File: config.mk
export PLATFORM = sky130hd
export DESIGN_NAME = pipeline_stage_regs
export DESIGN_NICKNAME = d
export VERILOG_FILES = /design/src/rtl/pipeline_stage_regs.sv
export SDC_FILE = /design/constraint.sdc
export NUM_CORES = 1
export LEC_CHECK = 0
export CAP_MARGIN = 0
export CORE_ASPECT_RATIO = 0.7
export CORE_MARGIN = 1.5
export CORE_UTILIZATION = 40
export DETAILED_ROUTE_END_ITERATION = 10
export DONT_BUFFER_PORTS = 1
export SKIP_LAST_GASP = 1
export SLEW_MARGIN = 10
export SYNTH_ARGS = -nofsm -noshare
export SYNTH_HDL_FRONTEND = slang
export SYNTH_SLANG_ARGS = --single-unit
File: constraint.sdc
create_clock -name CLK -period 4.1 [get_ports CLK]
set_clock_uncertainty 0.15 [all_clocks]
set_input_delay 1.23 -clock CLK [delete_from_list [all_inputs] [get_ports CLK]]
set_output_delay 1.23 -clock CLK [all_outputs]
set_load 0.005 [all_outputs]
File: src/rtl/pipeline_stage_regs.sv
// rtl/pipeline_stage_regs.sv - IF/ID and ID/EX pipeline registers, PC write enable and HALT drain control
// Optional stall statistics outputs freeze_cnt/flush_cnt are built when PIPE_STALL_STATS_EN is defined.
module pipeline_stage_regs #(
    parameter int WORD_W    = 32,
    parameter int CTRL_W    = 16,
    parameter int DRAIN_CYC = 3
) (
    input  logic              CLK,
    input  logic              nRST,
    input  logic              ihit,
    input  logic              dmem_pend,
    input  logic              freeze,
    input  logic              flush,
    input  logic              halt_dec,
    input  logic [WORD_W-1:0] if_instr,
    input  logic [WORD_W-1:0] if_npc,
    input  logic [CTRL_W-1:0] id_ctrl,
    input  logic [WORD_W-1:0] id_rdat1,
    input  logic [WORD_W-1:0] id_rdat2,
    output logic              pc_en,
    output logic [WORD_W-1:0] ifid_instr,
    output logic [WORD_W-1:0] ifid_npc,
    output logic [WORD_W-1:0] idex_instr,
    output logic [WORD_W-1:0] idex_npc,
    output logic [WORD_W-1:0] idex_rdat1,
    output logic [WORD_W-1:0] idex_rdat2,
    output logic [CTRL_W-1:0] idex_ctrl,
    output logic              idex_valid,
`ifdef PIPE_STALL_STATS_EN
    output logic              halted,
    output logic [31:0]       freeze_cnt,
    output logic [31:0]       flush_cnt
`else
    output logic              halted
`endif
);

    localparam int CNT_W = (DRAIN_CYC < 1) ? 1 : $clog2(DRAIN_CYC + 1);
    localparam logic [CNT_W-1:0] DRAIN_LD = CNT_W'(DRAIN_CYC);

    localparam logic [1:0] ST_RUN    = 2'd0;
    localparam logic [1:0] ST_DRAIN  = 2'd1;
    localparam logic [1:0] ST_HALTED = 2'd2;

    localparam logic [1:0] IF_HOLD = 2'd0;
    localparam logic [1:0] IF_LOAD = 2'd1;
    localparam logic [1:0] IF_NOP  = 2'd2;

    localparam logic [1:0] EX_HOLD   = 2'd0;
    localparam logic [1:0] EX_LOAD   = 2'd1;
    localparam logic [1:0] EX_BUBBLE = 2'd2;

    logic [1:0]       state;
    logic [1:0]       state_nx;
    logic [CNT_W-1:0] drain_cnt;
    logic [CNT_W-1:0] drain_cnt_nx;
    logic [1:0]       ifid_op;
    logic [1:0]       idex_op;

    logic run_st;
    logic drain_st;
    logic halted_st;
    logic halt_take;
    logic drain_done;

    assign run_st    = (state == ST_RUN);
    assign drain_st  = (state == ST_DRAIN);
    assign halted_st = (state == ST_HALTED);

    assign halt_take  = run_st && halt_dec && !flush && !freeze && !dmem_pend;
    assign drain_done = drain_st && !dmem_pend && !flush && (drain_cnt == '0);

    assign pc_en  = run_st && ihit && !dmem_pend && (!freeze || flush);
    assign halted = halted_st;

    // A flush during DRAIN means the HALT was on the wrong path, so fetch resumes.
    always_comb begin
        state_nx     = state;
        drain_cnt_nx = drain_cnt;
        if (!dmem_pend) begin
            case (state)
                ST_RUN: begin
                    if (halt_take) begin
                        state_nx     = ST_DRAIN;
                        drain_cnt_nx = DRAIN_LD;
                    end
                end
                ST_DRAIN: begin
                    if (flush) begin
                        state_nx     = ST_RUN;
                        drain_cnt_nx = '0;
                    end else if (drain_cnt == '0) begin
                        state_nx = ST_HALTED;
                    end else begin
                        drain_cnt_nx = drain_cnt - CNT_W'(1);
                    end
                end
                default: begin
                    state_nx     = ST_HALTED;
                    drain_cnt_nx = '0;
                end
            endcase
        end
    end

    // The younger fetch behind a HALT is discarded so nothing after HALT reaches EX.
    always_comb begin
        ifid_op = IF_HOLD;
        idex_op = EX_HOLD;
        if (dmem_pend) begin
            ifid_op = IF_HOLD;
            idex_op = EX_HOLD;
        end else if (flush || halted_st || drain_done) begin
            ifid_op = IF_NOP;
            idex_op = EX_BUBBLE;
        end else if (freeze) begin
            ifid_op = drain_st ? IF_NOP : IF_HOLD;
            idex_op = EX_BUBBLE;
        end else begin
            idex_op = EX_LOAD;
            ifid_op = (run_st && ihit && !halt_take) ? IF_LOAD : IF_NOP;
        end
    end

    always_ff @(posedge CLK or negedge nRST) begin
        if (!nRST) begin
            state     <= ST_RUN;
            drain_cnt <= '0;
        end else begin
            state     <= state_nx;
            drain_cnt <= drain_cnt_nx;
        end
    end

    always_ff @(posedge CLK or negedge nRST) begin
        if (!nRST) begin
            ifid_instr <= '0;
            ifid_npc   <= '0;
        end else begin
            case (ifid_op)
                IF_LOAD: begin
                    ifid_instr <= if_instr;
                    ifid_npc   <= if_npc;
                end
                IF_NOP: begin
                    ifid_instr <= '0;
                    ifid_npc   <= '0;
                end
                default: begin
                    ifid_instr <= ifid_instr;
                    ifid_npc   <= ifid_npc;
                end
            endcase
        end
    end

    always_ff @(posedge CLK or negedge nRST) begin
        if (!nRST) begin
            idex_instr <= '0;
            idex_npc   <= '0;
            idex_rdat1 <= '0;
            idex_rdat2 <= '0;
            idex_ctrl  <= '0;
            idex_valid <= 1'b0;
        end else begin
            case (idex_op)
                EX_LOAD: begin
                    idex_instr <= ifid_instr;
                    idex_npc   <= ifid_npc;
                    idex_rdat1 <= id_rdat1;
                    idex_rdat2 <= id_rdat2;
                    idex_ctrl  <= id_ctrl;
                    idex_valid <= (ifid_instr != '0);
                end
                EX_BUBBLE: begin
                    idex_instr <= '0;
                    idex_npc   <= '0;
                    idex_rdat1 <= '0;
                    idex_rdat2 <= '0;
                    idex_ctrl  <= '0;
                    idex_valid <= 1'b0;
                end
                default: begin
                    idex_instr <= idex_instr;
                    idex_npc   <= idex_npc;
                    idex_rdat1 <= idex_rdat1;
                    idex_rdat2 <= idex_rdat2;
                    idex_ctrl  <= idex_ctrl;
                    idex_valid <= idex_valid;
                end
            endcase
        end
    end

`ifdef PIPE_STALL_STATS_EN
    // Both counters saturate rather than wrap.
    always_ff @(posedge CLK or negedge nRST) begin
        if (!nRST) begin
            freeze_cnt <= '0;
            flush_cnt  <= '0;
        end else begin
            if (freeze && !flush && !dmem_pend && (freeze_cnt != '1)) begin
                freeze_cnt <= freeze_cnt + 32'd1;
            end
            if (flush && !dmem_pend && (flush_cnt != '1)) begin
                flush_cnt <= flush_cnt + 32'd1;
            end
        end
    end
`endif

endmodule

## Word level (Yosys, flattened, before mapping)

Index checks and enable logic that the tools add are counted.

| cells by class | value |
|---|---|
| $add $sub $neg | 1 |
| equal/unequal tests | 9 |
| multiplexer cells | 24 |
| bitwise gates (word level) | 1 |
| reduce and logical (&&, ||, !) cells | 25 |

Operator list:

| kind | number |
|---|---|
| $pmux W32 S2 | 6 |
| $pmux W16 S2 | 1 |
| $reduce_bool A32 Y1 | 1 |
| $mux W2 | 14 |
| $logic_and A1 B1 Y1 | 11 |
| $pmux W2 S2 | 2 |
| $eq A2 B1 Y1 const B | 3 |
| $eq A2 B2 Y1 const B | 3 |
| $reduce_and A3 Y1 | 2 |
| $logic_not A1 Y1 | 4 |
| $logic_not A2 Y1 | 2 |
| $reduce_bool A2 Y1 | 2 |
| $logic_or A1 B1 Y1 | 3 |
| $ne A3 B2 Y1 const B | 1 |
| $ne A3 B3 Y1 const B | 1 |
| $ne A2 B1 Y1 const B | 1 |
| $pmux W1 S2 | 1 |
| $sub A2 B1 Y2 const B | 1 |
| $not A1 Y1 | 1 |

| storage, ports and cells | value |
|---|---|
| flip-flop bits (word level) | 213 |
| input port bits | 151 |
| output and inout bits | 211 |
| word-level logic and storage cells | 70 |

## Depth between registers and ports, before layout

Gate-level depths: netlist of run 1.

| depth | value |
|---|---|
| word-level depth | 13 |
| gate-level depth with buffers | 11 |

## Worst setup path before layout of run 1

Ideal clock, no wire load.

| timing | value |
|---|---|
| kind | input port to flip-flop |
| from | input port flush |
| to | register idex_instr[26] |
| arrival time | 2826 ps |
| required time | 3815 ps |
| slack | 989 ps |
| stages on the path | 8 |
| path buffers | 3 |
| cells stage by stage | or3_1 -> a31oi_2 -> nand2b_1 -> ha_1 -> buf_2 -> buf_2 -> clkbuf_1 -> o21ai_0 |

| between the ends | value |
|---|---|
| cells in the longest elaborated chain, start to end | 8 |
| elaborated cells between the ends (all ways) | 11 |

Ends and longest elaborated chain:

| element | RTL line | RTL |
|---|---|---|
| start, declared | 13 | `input logic flush,` |
| $logic_not A1 Y1 | 71 | `assign drain_done = drain_st && !dmem_pend && !flush && (drain_cnt == '0);` |
| $logic_and A1 B1 Y1 (2 in series) | 71 |  |
| $logic_or A1 B1 Y1 * | 113 | `end else if (flush \|\| halted_st \|\| drain_done) begin` |
| $mux W2 * | 113 |  |
| $mux W2 * | 110 | `if (dmem_pend) begin` |
| $eq A2 B2 Y1 or $eq A2 B1 Y1 (tied branches) | 166 | `case (idex_op)` |
| $pmux W32 S2 or $reduce_bool A2 Y1 (tied branches) | -- |  |
| end signal, assigned | 168 | `idex_instr <= ifid_instr;` |
| end signal, assigned | 184 | `idex_instr <= idex_instr;` |
| end, declared | 23 | `output logic [WORD_W-1:0] idex_instr,` |

Mark *: on every way between the ends. The rest lies on a longest branch, timed or not.
A chain may end at the register's enable or synchronous reset.

## Worst setup path in the final report of run 1

| timing | value |
|---|---|
| from | input port dmem_pend |
| to | output port pc_en |

| between the ends | value |
|---|---|
| cells in the longest elaborated chain, start to end | 3 |

Ends and longest elaborated chain:

| element | RTL line | RTL |
|---|---|---|
| start, declared | 11 | `input logic dmem_pend,` |
| $logic_not A1 Y1 | -- |  |
| $logic_and A1 B1 Y1 (2 in series) | 73 | `assign pc_en = run_st && ihit && !dmem_pend && (!freeze \|\| flush);` |
| end, declared | 20 | `output logic pc_en,` |

Every way passes these cells.

==> results of run 1 <==
-- through the flow --
step / hold slack (ns) / std cells
6_report: 0.274 / 1215
5_1_grt: 0.249 / 1215
3_3_place_gp: 0.346 / 1178
3_5_place_dp: 0.350 / 1178
2_1_floorplan: 0.323 / 957
4_1_cts: 0.242 / 1215
-- where the power goes --
| group | internal [uW] | switching, uW |
|---|---|---|
| Sequential | 2250 | 169 |
| Combinational | 127 | 160 |
| Clock | 1380 | 814 |
-- worst register-to-register path: cells and delay by family (launching register included) --
kind	cells	cell delay (ns)
compound gates	2	0.43
fa+ha+maj	1	0.55
simple gates	3	0.58
buf+inv	1	0.34
flops	1	0.53
-- area by class of cell --
class / count / area [um2] / area share (%)
timing repair buffer: 9 / 143 / 1.41
inverter: 6 / 22.5 / 0.223
clock inverter: 5 / 125 / 1.24
tap: 282 / 353 / 3.49
sequential: 213 / 5330 / 52.7
multi-input combinational: 668 / 3470 / 34.3
clock buffer: 32 / 669 / 6.62
-- cells in the mapped netlist (2+ instances only) --
library cell | count | area share (%)
inv_1 | 6 | 0.25
buf_2 | 15 | 0.83
nand2b_1 | 210 | 14
dfrtp_1 | 213 | 59
nand4_1 | 3 | 0.21
nor2b_1 | 3 | 0.21
buf_1 | 3 | 0.12
clkbuf_1 | 51 | 2.1
o21ai_2 | 2 | 0.19
nor2_1 | 3 | 0.12
a21oi_1 | 2 | 0.11
nor4_1 | 8 | 0.55
o21ai_0 | 210 | 12
o21ai_1 | 2 | 0.11
ha_1 | 3 | 0.41
nand2_1 | 210 | 8.7
nand3_1 | 3 | 0.17
-- worst max path at each step --
stage	to	slack (ns)	depth (start not counted)
after floorplan	idex_instr[26]	0.99	8
after global placement	ifid_npc[29]	0.84	6
after detailed placement	idex_instr[9]	0.78	6
after CTS	pc_en	0.92	3
after global routing	pc_en	0.87	3
final	pc_en	0.90	3
-- registers in the layout, indices dropped and copies added, names as in the netlist --
name        cells
state           2
ifid_npc       32
ifid_instr     32
idex_npc       32
idex_valid      1
idex_rdat2     32
drain_cnt       2
idex_ctrl      16
idex_rdat1     32
idex_instr     32
-- metal layers --
metal | GRT usage [%] | vias to the layer above
li1 | - | 3029
met1 | 24.6 | 2886
met2 | 30.2 | 224
met3 | 8.21 | 28
met4 | 4.00 | 0
met5 | 0 | -
-- cell families after synthesis --
kind of cell	Yosys count	share of synthesized area, %
AOI/OAI and AO/OA	223	13.0
adders and majority gates	3	0.413
buffers and inverters	76	3.39
DFF	213	58.7
and+or+nand+nor	442	24.6
==> results.cfg, run 1 <==
[critical_path]
crit_type = input pin to output pin
path_max_fanout = 8
critPathArrivalTime_ns = 1.82
crit_family = simple AND/OR/NAND/NOR gates
timing.rr.end = idex_instr[18]
critPathSlowestCell = nor2_1
cp-start-kind = input pin
r2r-start = state[0]
crit_path_max_incr_delay_ns = 0.28
crit_start = dmem_pend
ff2ff_path_depth = 7
crit_chain = nor2_1 > nand2_1 > a21oi_1
crit_buf_inv = 0
endpoint_kind = output pin
ff2ff_setup_slack_ns = 1.37
required_ns = 2.72

[power_and_ir_drop]
total_power_uw = 4900
powerDensity_mw_per_mm2 = 484
p_leak_uw = 0.00434
ir_drop_v = 0.000259

[route]
first_iter_violations = 274
drcViolationCount = 0
dr_wl_met3_um = 2570
drt-met1-wl_um = 10200
first_pass_iters = 4
routed.top_layer = met4
wl_met2_um = 10500
drt-wirelength-per-cell_um = 19.5
num_vias = 6167
ant_nets = 0
routed_wl_um = 23600
avgViaCountPerCell = 5.08

[sta]
hold_viol_final = 0
fin_crit_ns = 3.20
post-route-period-util_pct = 78.1
rsz0062_at_grt = false
setup_ws_ns = 0.899
finalSetupViolations = 0
relSlewSlack_pct = 62.1
worst_slew_pin_slew_ns = 0.569
setup_tns_ns = 0
fmax_ghz = 0.312
drv_slew = 0

[synth]
ys_ff_latch = 213
syn_nets = 1111
syn_avg_cell_area_um2 = 9.50
async_reset_ff_share_pct = 100
seq_area_frac_synth_pct = 58.7
synth_cell_types = 27
synthFlopType = dfrtp_1
syn_inst = 957
synth-edff-count = 0
yosys_warnings = 0
synth_area_mm2 = 0.00909

[worst_hold_path]
hold_path.class = input pin to asynchronous set/reset pin

[place]
post_dp_cell_area_mm2 = 0.00932
globalplace.congestion = 0.789
dpl.hpwl_um = 16000
io_buffers = 0
preCtsSetupSlack_ns = 0.779

[cts]
clk_pin_slew_ns = 0.07
cts-buffers-inserted = 22
holdBufCountCts = 0
cts_resized = 0
clk_latency_ns = 0.50
cts_tree = built
htreeDepth = 1
cts.sinks = 213
cts_setup_buffers = 0
root_buffer = clkbuf_16
clockBufferDepth = 3

[global_route]
grt_max_degree = 214
grt_pass1_wl_um = 35700
gr-total-overflow = 0
grt_pass1_vias = 5856
antenna_found_initial = 0
grt.total_usage_pct = 19.1

[cells_and_area]
stdcell_area_mm2 = 0.0101
drive_gt1_share_pct = 5.57
final_common_cell = dfrtp_1
fin_nets = 1074
layout_common_cells = 213 x dfrtp_1, 210 x o21ai_0, 210 x nand2b_1, 210 x nand2_1, 23 x clkbuf_16
syn2layout_area_growth_pct = 11.3
post-route-util_pct = 46.1
fillers = 2124
antenna_cells = 0

[floorplan]
die_h_um = 129
ios = 362
rows = 45
start_util_pct = 41.4
dieArea_mm2 = 0.0236
die_w_um = 183
core_mm2 = 0.0220

[status]
status = completed

[job]
drv_cap = 0
No activity file was read; power rests on OpenSTA's default activity.
==> run 2: changes to the inputs <==
==> constraint.sdc (replaced) <==
create_clock -name CLK -period 3.1 [get_ports CLK]
set_clock_uncertainty 0.15 [all_clocks]
set_input_delay 0.93 -clock CLK [delete_from_list [all_inputs] [get_ports CLK]]
set_output_delay 0.93 -clock CLK [all_outputs]
set_load 0.005 [all_outputs]
==> results.cfg, run 2 (synthesis gave the netlist of run 1 again) <==
[place]
globalplace.congestion = 0.784
io_buffers = 0
dpl.hpwl_um = 16000

[route]
first_iter_violations = 300
avgViaCountPerCell = 5.09
drt-wirelength-per-cell_um = 19.1
drcViolationCount = 0
first_pass_iters = 4
ant_nets = 0
routed_wl_um = 23300
num_vias = 6226

[status]
failed_checks = negative hold slack
status = complete, but fails checks

[cts]
cts_resized = 0
cts_tree = built
clockBufferDepth = 3
htreeDepth = 1
cts_setup_buffers = 0
clk_pin_slew_ns = 0.06
cts.sinks = 213
clk_latency_ns = 0.50
root_buffer = clkbuf_16
cts-buffers-inserted = 22

[critical_path]
endpoint_kind = output pin
critPathSlowestCell = dfrtp_1
crit_chain = nor2_1 > buf_4 > nand2_1 > a21oi_1
ff2ff_setup_slack_ns = 0.57
crit_end = pc_en
crit_path_max_incr_delay_ns = 0.44
timing.rr.end = idex_rdat2[2]
path_max_fanout = 6
ff2ff_path_depth = 8
required_ns = 2.02
crit_start = state[1]
cp-start-kind = register
r2r-start = state[0]
crit_type = register to output pin
critPathArrivalTime_ns = 1.53

[sta]
drv_slew = 0
hold_slack_ns = -0.0117
hold_viol_final = 10
fmax_ghz = 0.384
post-route-period-util_pct = 84.1
setup_tns_ns = 0
worst_slew_pin_slew_ns = 0.705
fin_crit_ns = 2.61
relSlewSlack_pct = 53.0
rsz0062_at_grt = false
finalSetupViolations = 0

[floorplan]
start_util_pct = 41.4
core_mm2 = 0.0220
dieArea_mm2 = 0.0236
rows = 45
ios = 362
die_w_um = 183
die_h_um = 129

[cells_and_area]
drive_gt1_share_pct = 6.06
regArea_mm2 = 0.00533
syn2layout_area_growth_pct = 11.5
layout_common_cells = 213 x dfrtp_1, 210 x o21ai_0, 210 x nand2b_1, 210 x nand2_1, 23 x clkbuf_16
fillers = 2073
post-route-util_pct = 46.1
final_common_cell = dfrtp_1
multi_input_area_mm2 = 0.00347
fin_nets = 1079

[global_route]
grt.total_usage_pct = 18.8
grt_pass1_vias = 5953
antenna_found_initial = 1
grt_pass1_wl_um = 35200
gr-total-overflow = 0
grt_max_degree = 214

[worst_hold_path]
hold_path.class = input pin to asynchronous set/reset pin

[power_and_ir_drop]
powerDensity_mw_per_mm2 = 616
p_leak_uw = 0.00436
ir_drop_v = 0.000405

[job]
drv_cap = 0
[run 2: final cells by class]
cell class / count / area share, %
multi-input cells: 668 / 34.3
clock buffers: 35 / 6.72
clock inverters: 5 / 0.494
diodes: 1 / 0.0247
well taps: 282 / 3.48
repair buffers: 14 / 2.15
flip-flops and latches: 213 / 52.6
inverters: 6 / 0.222
[run 2: how the worst min path moves through the flow]
| stage | slack, ns | to | from | cells after the start |
|---|---|---|---|---|
| finish | -0.01 | idex_rdat1[22] | nRST | 0 |
| global route | -0.04 | idex_rdat1[22] | nRST | 0 |
| CTS | -0.04 | ifid_instr[4] | nRST | 0 |
| detailed placement | 0.35 | idex_rdat1[12] | idex_rdat1[12] | 2 |
| global placement | 0.34 | idex_rdat1[23] | idex_rdat1[23] | 2 |
| floorplan | 0.32 | idex_instr[30] | idex_instr[30] | 2 |
[run 2: report_power, final]
group	leakage, uW	internal (uW)	switching [uW]	total (uW)
clock	0.000363	1580	1060	2650
combinational	0.00119	176	213	390
sequential	0.00281	2980	224	3200
[run 2: per-stage QoR]
stage	cells	hold slack [ns]	setup slack (ns)	cell area (um2)	power (uW)
finish	1224	-0.0117	0.493	10100	6240
global route	1224	-0.0434	0.381	10100	6520
CTS	1223	-0.0441	0.468	10100	6340
detailed placement	1183	0.349	0.277	9400	3650
global placement	1183	0.341	0.331	9400	3640
floorplan	957	0.323	0.289	9090	3470
[run 2: metal layers]
layer	global-route usage, %	part of all wire, %	routed length (um)
met3	8.85	11	2680
met2	29.6	45	10400
met1	23.4	41	9660
met4	5.06	2.5	573
met5	0	0	0
[run 2: critical path: cells and delay by family (launching register included)]
kind,cells,cell delay (ns)
compound gates,1,0.20
buf+inv,1,0.15
simple gates,2,0.23
flops,1,0.44
